<file path="src/rtl/seg_mult_pkg.sv">
// Shared types and the active-low BCD to 7-segment code table for seq_mult_bcd_display.
package seg_mult_pkg;

  typedef enum logic [1:0] {IDLE, MULT, CONV, DONE} state_t;

  localparam logic [6:0] SEG_BLANK = 7'b1111111;

  // Segment order {g,f,e,d,c,b,a}, active-low; codes 10-15 cannot occur and show blank.
  function automatic logic [6:0] bcd_seg_code(input logic [3:0] bcd);
    logic [6:0] code;
    case (bcd)
      4'd0:    code = 7'b1000000;
      4'd1:    code = 7'b1111001;
      4'd2:    code = 7'b0100100;
      4'd3:    code = 7'b0110000;
      4'd4:    code = 7'b0011001;
      4'd5:    code = 7'b0010010;
      4'd6:    code = 7'b0000010;
      4'd7:    code = 7'b1111000;
      4'd8:    code = 7'b0000000;
      4'd9:    code = 7'b0010000;
      default: code = SEG_BLANK;
    endcase
    return code;
  endfunction

endpackage

</file>
<file path="src/rtl/bcd_to_seg7.sv">
// Combinational single-digit BCD to active-low 7-segment decoder.
module bcd_to_seg7
  import seg_mult_pkg::*;
(
  input  logic [3:0] bcd_i,
  output logic [6:0] seg_o
);

  assign seg_o = bcd_seg_code(bcd_i);

endmodule

</file>
<file path="src/rtl/seq_mult_bcd_display.sv">
// Sequential shift-add multiplier with double-dabble BCD conversion and 7-segment output.
// Define LEADING_ZERO_BLANK_EN to blank leading zero digits (LS digit always shown).
module seq_mult_bcd_display
  import seg_mult_pkg::*;
#(
  parameter int unsigned WIDTH = 8,
  localparam int unsigned DIGITS = (2 * WIDTH * 77) / 256 + 1
) (
  input  logic                  clk,
  input  logic                  rst,
  input  logic                  start,
  input  logic [WIDTH-1:0]      a,
  input  logic [WIDTH-1:0]      b,
  output logic                  busy,
  output logic                  done,
  output logic [2*WIDTH-1:0]    product,
  output logic [7*DIGITS-1:0]   seg
);

  localparam int unsigned PW = 2 * WIDTH;
  localparam int unsigned BW = 4 * DIGITS;
  localparam logic [5:0] MultLast = 6'(WIDTH - 1);
  localparam logic [5:0] ConvLast = 6'(2 * WIDTH - 1);

  state_t              state_q, state_d;
  logic [PW-1:0]       mcand_q, mcand_d;
  logic [WIDTH-1:0]    mplier_q, mplier_d;
  logic [PW-1:0]       acc_q, acc_d;
  logic [PW-1:0]       sh_q, sh_d;
  logic [BW-1:0]       bcd_q, bcd_d, bcd_adj;
  logic [5:0]          cnt_q, cnt_d;
  logic [PW-1:0]       product_q, product_d;
  logic [7*DIGITS-1:0] seg_q, seg_d, seg_raw, seg_disp;
  logic                done_q, done_d;

  for (genvar g = 0; g < DIGITS; g++) begin : g_digit
    bcd_to_seg7 u_bcd_to_seg7 (
      .bcd_i (bcd_q[4*g +: 4]),
      .seg_o (seg_raw[7*g +: 7])
    );
  end

`ifdef LEADING_ZERO_BLANK_EN
  always_comb begin
    logic lead;
    seg_disp = seg_raw;
    lead     = 1'b1;
    for (int i = DIGITS - 1; i > 0; i--) begin
      if (bcd_q[4*i +: 4] != 4'd0) lead = 1'b0;
      if (lead) seg_disp[7*i +: 7] = SEG_BLANK;
    end
  end
`else
  assign seg_disp = seg_raw;
`endif

  // Double-dabble correction applied before each shift.
  always_comb begin
    bcd_adj = bcd_q;
    for (int i = 0; i < DIGITS; i++) begin
      if (bcd_q[4*i +: 4] >= 4'd5) bcd_adj[4*i +: 4] = bcd_q[4*i +: 4] + 4'd3;
    end
  end

  always_comb begin
    state_d   = state_q;
    mcand_d   = mcand_q;
    mplier_d  = mplier_q;
    acc_d     = acc_q;
    sh_d      = sh_q;
    bcd_d     = bcd_q;
    cnt_d     = cnt_q;
    product_d = product_q;
    seg_d     = seg_q;
    done_d    = 1'b0;
    unique case (state_q)
      IDLE: begin
        if (start) begin
          mcand_d  = PW'(a);
          mplier_d = b;
          acc_d    = '0;
          cnt_d    = '0;
          state_d  = MULT;
        end
      end
      MULT: begin
        if (mplier_q[0]) acc_d = acc_q + mcand_q;
        mcand_d  = mcand_q << 1;
        mplier_d = mplier_q >> 1;
        cnt_d    = cnt_q + 6'd1;
        if (cnt_q == MultLast) begin
          sh_d    = acc_d;
          bcd_d   = '0;
          cnt_d   = '0;
          state_d = CONV;
        end
      end
      CONV: begin
        {bcd_d, sh_d} = {bcd_adj, sh_q} << 1;
        cnt_d = cnt_q + 6'd1;
        if (cnt_q == ConvLast) state_d = DONE;
      end
      DONE: begin
        product_d = acc_q;
        seg_d     = seg_disp;
        done_d    = 1'b1;
        state_d   = IDLE;
      end
      default: state_d = IDLE;
    endcase
  end

  always_ff @(posedge clk) begin
    if (rst) begin
      state_q   <= IDLE;
      mcand_q   <= '0;
      mplier_q  <= '0;
      acc_q     <= '0;
      sh_q      <= '0;
      bcd_q     <= '0;
      cnt_q     <= '0;
      product_q <= '0;
      seg_q     <= {DIGITS{SEG_BLANK}};
      done_q    <= 1'b0;
    end else begin
      state_q   <= state_d;
      mcand_q   <= mcand_d;
      mplier_q  <= mplier_d;
      acc_q     <= acc_d;
      sh_q      <= sh_d;
      bcd_q     <= bcd_d;
      cnt_q     <= cnt_d;
      product_q <= product_d;
      seg_q     <= seg_d;
      done_q    <= done_d;
    end
  end

  assign busy    = (state_q != IDLE);
  assign done    = done_q;
  assign product = product_q;
  assign seg     = seg_q;

endmodule

</file>
<file path="config.mk">
export PLATFORM = sky130hd
export DESIGN_NAME = seq_mult_bcd_display
export DESIGN_NICKNAME = d
export VERILOG_FILES = /design/src/rtl/seg_mult_pkg.sv /design/src/rtl/bcd_to_seg7.sv /design/src/rtl/seq_mult_bcd_display.sv
export SDC_FILE = /design/constraint.sdc
export NUM_CORES = 1
export LEC_CHECK = 0
export ABC_AREA = 1
export BUFFER_PORTS_ARGS = -buffer_cell sky130_fd_sc_hd__buf_2
export CAP_MARGIN = 0
export CORE_AREA = 2 2 195 159
export CTS_BUF_LIST = sky130_fd_sc_hd__clkbuf_8
export CTS_CLUSTER_DIAMETER = 150
export CTS_CLUSTER_SIZE = 24
export DETAILED_ROUTE_END_ITERATION = 8
export DIE_AREA = 0 0 197 161
export HOLD_SLACK_MARGIN = 0.08
export PLACE_DENSITY_LB_ADDON = 0.1
export SKIP_LAST_GASP = 1
export SYNTH_ARGS = -nofsm -noshare
export SYNTH_HDL_FRONTEND = slang
export SYNTH_SLANG_ARGS = --single-unit
export TNS_END_PERCENT = 20
</file>
<file path="constraint.sdc">
create_clock -name clk -period 1.75 [get_ports clk]
set_input_delay 0.175 -clock clk [delete_from_list [all_inputs] [get_ports clk]]
set_output_delay 0.175 -clock clk [all_outputs]
set_load 0.05 [all_outputs]
</file>
* Word level (Yosys, flattened, before mapping)
Memories as Yosys holds them, arrays and structs flattened. A register that Yosys moved wholly into a read port is not among the register bits.
Cells that the tools add are included.
** Storage, ports and cells
- Output and inout bits :: 53
- Memory bits (writable) :: 0
- Register bits :: 101
- ROM bits :: 560
- Bits of input ports :: 19
- Memories :: 5
- Bits in latches :: 0
- Word-level logic and storage cells :: 67
** Operators by class
- Bitwise operators :: 0
- Multipliers :: 0
- Add/sub/neg operators :: 7
- Eq/ne operators :: 8
- Reduce and logical (&&, ||, !) cells :: 9
- Multiplexer cells :: 24
- $lt $le $gt $ge :: 5
- Div/mod/pow operators :: 0
- Shift-type cells :: 0
** Memories
- (no name shown) :: words 16, bits a word 7, rd ports 1, clocked after memory_dff 1, wr ports 0, line seg_mult_pkg.sv:11 : case (bcd)
- (no name shown) :: words 16, bits a word 7, rd ports 1, clocked after memory_dff 1, wr ports 0, line seg_mult_pkg.sv:11
- (no name shown) :: words 16, bits a word 7, rd ports 1, clocked after memory_dff 1, wr ports 0, line seg_mult_pkg.sv:11
- (no name shown) :: words 16, bits a word 7, rd ports 1, clocked after memory_dff 1, wr ports 0, line seg_mult_pkg.sv:11
- (no name shown) :: words 16, bits a word 7, rd ports 1, clocked after memory_dff 1, wr ports 0, line seg_mult_pkg.sv:11
** Operators by type and width (number)
- $pmux 16 s2 :: 3
- $mux 16 :: 4
- $pmux 20 s2 :: 1
- $ge 4x3->1 const B :: 5
- $mux 20 :: 1
- $pmux 6 s3 :: 1
- $add 16x16->16 :: 1
- $add 4x2->4 const B :: 4
- $mux 4 :: 4
- $pmux 8 s2 :: 1
- $mux 6 :: 2
- $mux 8 :: 1
- $pmux 2 s4 :: 1
- $add 6x1->6 const B :: 1
- $eq 6x3->1 const B :: 1
- $eq 6x4->1 const B :: 1
- $mux 2 :: 3
- $ne 2x2->1 const B :: 3
- $reduce_and 2->1 :: 3
- $reduce_bool 2->1 :: 3
- $eq 2x2->1 const B :: 2
- $add 3x2->3 const B :: 1
- $mux 3 :: 1
- $reduce_and 3->1 :: 1
- other kinds (4) :: 4

* Longest topological paths before layout
- Depth in word-level cells :: 4
- Mapped depth :: 12

* Cells and area by module
A second synthesis with hierarchy kept.
** Second synthesis, totals
- Cells, all modules :: 1110
- Area total of the unflattened synthesis :: 7743.7 µm²
** By module, submodules not included
- seq_mult_bcd_display :: cells each 935, times used 1, area each 6805.3 µm²
- bcd_to_seg7 :: cells each 35, times used 5, area each 187.7 µm²

* Worst setup path after synthesis
No wires, ideal clock.
- Path kind :: register -> register
- Start point :: reg mcand_q[0]
- End point :: reg acc_q[8]
- Period minus slack after synthesis :: 1.705 ns
- Setup time :: 0.132 ns
- Data arrival time :: 1.573 ns
- Setup slack :: 0.045 ns
- Data required time :: 1.618 ns
- Stages on the path, launching flop included :: 12
- Cells stage by stage :: dfxtp_1 -> ha_1 -> fa_1 -> nand2_1 -> nand2_1 -> and2_4 -> nand2_1 -> nand2_1 -> xnor2_1 -> nand2_1 -> nand3_1 -> a21oi_1
** Between the ends
- Longest elaborated chain between the ends :: 3
** RTL lines
- from (decl) :: line seq_mult_bcd_display.sv:26 : logic [PW-1:0] mcand_q, mcand_d;
- from (signal assigned) :: line seq_mult_bcd_display.sv:127 : mcand_q <= mcand_d;
- $add 16x16->16 :: line seq_mult_bcd_display.sv:87 : if (mplier_q[0]) acc_d = acc_q + mcand_q;
- $mux 16 :: line seq_mult_bcd_display.sv:87
- $pmux 16 s2 :: line seq_mult_bcd_display.sv:76 : unique case (state_q)
- to (signal assigned) :: line seq_mult_bcd_display.sv:118 : acc_q <= '0;
- to (signal assigned) :: line seq_mult_bcd_display.sv:129 : acc_q <= acc_d;
- to (decl) :: line seq_mult_bcd_display.sv:28 : logic [PW-1:0] acc_q, acc_d;
Every way passes these cells.
A chain may end at the register's enable or synchronous reset.

* Worst setup path after layout
- Start point :: reg acc_q[0]
- End point :: reg acc_q[14]
** Between the ends
- Longest elaborated chain between the ends :: 3
** RTL lines (line)
- $add 16x16->16 :: seq_mult_bcd_display.sv:87
- $mux 16 :: seq_mult_bcd_display.sv:87
- $pmux 16 s2 :: seq_mult_bcd_display.sv:76
Every way passes these cells.

==> impl_metrics.py <==
metrics = {
    "worst_hold_path": {
        "whs_endpoint": "sh_q[1]",
        "hold_class": "primary input to register",
        "hold_depth": 4,
        "hold_start": "rst",
    },
    "route": {
        "wl_per_cell_um": 14.1,
        "ant_nets": 0,
        "routed_wl_um": 21800,
        "drtIter0Drc": 341,
        "via_per_inst": 4.50,
        "drc_errors": 0,
        "dr.pass1.iters": 5,
        "vias": 6945,
    },
    "final_layout": {
        "finalNetCount": 1216,
        "multi_input_area_mm2": 0.00421,
        "seqCellArea_mm2": 0.00275,
        "syn_to_final_growth_pct": 27.1,
        "fill_cells": 3287,
        "antenna_cells": 0,
        "drive_above_1_share": 0.237,
    },
    "die": {
        "die_h_um": 161,
        "die_x_um": 197,
        "ios": 72,
        "dieArea_mm2": 0.0317,
        "initial_utilization": 0.247,
        "core_mm2": 0.0298,
        "row_count": 57,
    },
    "worst_setup_path": {
        "cp-startpoint": "acc_q[0]",
        "critical_path_class": "register to register",
        "crit_family": "simple AND/OR/NAND/NOR gates",
        "start_kind": "register",
        "end_kind": "register",
        "required_ps": 2060,
        "r2r_start": "acc_q[0]",
        "critPathMaxFanout": 3,
        "crit_slowest_cell": "fa_2",
        "cp.arrival_ps": 2050,
        "cp_num_buf_inv": 0,
        "reg2reg_depth": 12,
        "rrSetupSlack_ps": 10,
        "reg2reg_to": "acc_q[14]",
        "crit_path_max_incr_delay_ps": 350,
        "crit_chain": "ha_4 -> fa_2 -> nand2_2 -> nand2_2 -> nand3b_1 -> nand2_2 -> nand2_1 -> nand2_1 -> nand2_1 -> nand3_2 -> nand3_1 -> a21oi_1",
    },
    "clock_tree": {
        "cts-buffers-inserted": 17,
        "clkSinkCount": 136,
        "clk_path_buf_depth": 2,
        "clkLatencyLatePin_ps": 460,
        "clkTransAtPathRegs_ps": 80,
        "tritoncts": "yes",
        "cts_max_level": 4,
        "cts_root_buf": "clkbuf_8",
    },
    "synthesis": {
        "synthCells": 1018,
        "synthesis.area_mm2": 0.00736,
        "synth_edf_count": 0,
        "async_reset_ff_frac": 0,
        "ys_warn_count": 0,
        "synth-seq-cells": 136,
        "ys_top_cells_by_area": "dfxtp_1 37%, nand2_1 12%, ha_1 7.8%, a21oi_1 7.2%, o21ai_0 5.5%",
        "yosysTopAreaCellShare": 0.370,
        "synth-seq-area-share": 0.370,
        "synth_top_cell_by_area": "dfxtp_1",
        "synth_fp_nets": 1084,
        "synth_flop_cell": "dfxtp_1",
        "synth_cell_types": 47,
        "syn_area_per_cell_um2": 7.23,
    },
    "power_and_ir_drop": {
        "clkPwrFrac": 0.213,
        "combPwrFrac": 0.455,
        "p_leak_nw": 4.04,
        "cellPowerDensity_mw_per_mm2": 1340,
        "p_sw_w": 0.00540,
        "p_sw_frac": 0.432,
        "power_w": 0.0125,
        "seq_power_share": 0.332,
        "ir_drop_mv": 0.554,
        "p_int_w": 0.00711,
    },
    "placed_design": {
        "numPortBuffers": 71,
        "dp_slack_ps": -109,
        "dp_hpwl_um": 15500,
        "gp_congestion": 0.796,
    },
    "timing": {
        "timing.final.crit_share": 0.993,
        "hold_viol": 0,
        "drv_slew": 0,
        "worst_pin_slew_ps": 697,
        "finalWorstSetupSlack_ps": 13.1,
        "fmax_mhz": 576,
        "holdWs_ps": 167,
        "setup_viol": 0,
        "min_period_ps": 1740,
        "skew_ps": 12.2,
        "rsz0062_at_grt": "yes",
        "relSlewSlack": 0.535,
    },
    "global_route": {
        "grt_usage": 0.144,
        "grt_start_max_net_pins": 51,
        "grt_pass1_wl_um": 36300,
        "grt-ovfl-total": 0,
        "antenna_found_initial": 0,
        "grt_pass1_vias": 6986,
    },
    "outcome": {
        "status": "finished, final reports clean",
    },
    "flow_run": {
        "drv_cap": 0,
    },
}
cells in the mapped netlist, drive strengths merged, types with 6 or more instances:
library cell and count:
or2 14, inv 92, nand2 251, a32oi 6, nor3 8, nor2 91
a31oi 20, ha 46, dfxtp 136, o21ai 102, nand3 51, o211ai 13
clkbuf 20, a21oi 107, buf 27
final cells by class:
cell class,count,share of cell area
clock buffers,21,0.0309
clock inverters,9,0.0108
inverters,93,0.0384
multi-input cells,742,0.451
flip-flops and latches,136,0.294
well taps,383,0.0513
repair buffers,160,0.124
worst reg2reg max path, delay by kind of cell (launching register included):
kind                       cells  cell delay [ps]
and+or+nand+nor                9              690
adders and majority gates      2              510
AOI/OAI and AO/OA              1               60
DFF                            1              340
cells in the final DEF (no fill, tap or decap), types with 17 or more instances in the layout:
| cell | instances |
|---|---|
| nand2_1 | 233 |
| ha_1 | 31 |
| buf_4 | 66 |
| o21ai_0 | 80 |
| nor2_1 | 85 |
| o21ai_1 | 22 |
| clkbuf_8 | 21 |
| a31oi_1 | 20 |
| dfxtp_1 | 118 |
| a21oi_1 | 102 |
| buf_2 | 70 |
| inv_1 | 81 |
| nand3_1 | 45 |
| dfxtp_2 | 17 |
per-stage QoR:
step | utilization | instances | TNS, ps | area (um2)
global placement | 0.287 | 1496 | -868 | 8540
CTS | 0.306 | 1542 | -43.7 | 9110
global route | 0.314 | 1544 | -2030 | 9350
detailed placement | 0.287 | 1496 | -865 | 8540
floorplan | - | 1018 | 0 | 7360
finish | 0.314 | 1544 | 0 | 9350
flip-flops by register name (all words and copies together) (netlist names):
signal    cells
mplier_q      8
acc_q        16
product      16
state_q       2
sh_q         16
mcand_q      16
bcd_q        20
done          1
seg          35
cnt_q         6
worst max path at each step:
stage,end,cells after the start,slack (ps)
3_3_place_gp,acc_q[14],12,-110
5_1_grt,acc_q[14],12,-140
3_5_place_dp,acc_q[14],12,-110
4_1_cts,acc_q[14],12,-20
2_1_floorplan,acc_q[8],11,40
6_report,acc_q[14],12,10
per-layer routing:
metal | routed length [um] | vias up | global-route usage
met4 | 259 | 0 | 0.0393
met1 | 11700 | 3186 | 0.206
met5 | 0 | - | 0
met3 | 551 | 16 | 0.0288
li1 | - | 3662 | -
met2 | 9270 | 81 | 0.219
power groups by stage:
stage	Clock (W)	Combinational, W	Sequential, W
detailed placement	0	0.00555	0.00416
finish	0.00267	0.00569	0.00415
floorplan	0	0.00331	0.00467
global route	0.00293	0.00635	0.00423
CTS	0.00282	0.00562	0.00410
global placement	0	0.00554	0.00417
timing repair:
item,in CTS,in global routing
cloned,0,0
setup endpoints to repair,14,58
setup buffers,0,2
hold buffers,16,0
pin swaps,1,7
endpoints found under the hold margin,16,0
resized for setup,5,48
cell families (layout without fill, tap and decap cells):
group / Yosys count / after routing / share of synthesized area
XOR/XNOR: 7 / 7 / 0.00833
buffers and inverters: 140 / 283 / 0.0850
adder cells (fa/ha/maj): 47 / 47 / 0.0810
AND/OR/NAND/NOR: 422 / 422 / 0.255
AO/OA/AOI/OAI: 266 / 266 / 0.200
flip-flops: 136 / 136 / 0.370
(Power assumes the default switching activity.)
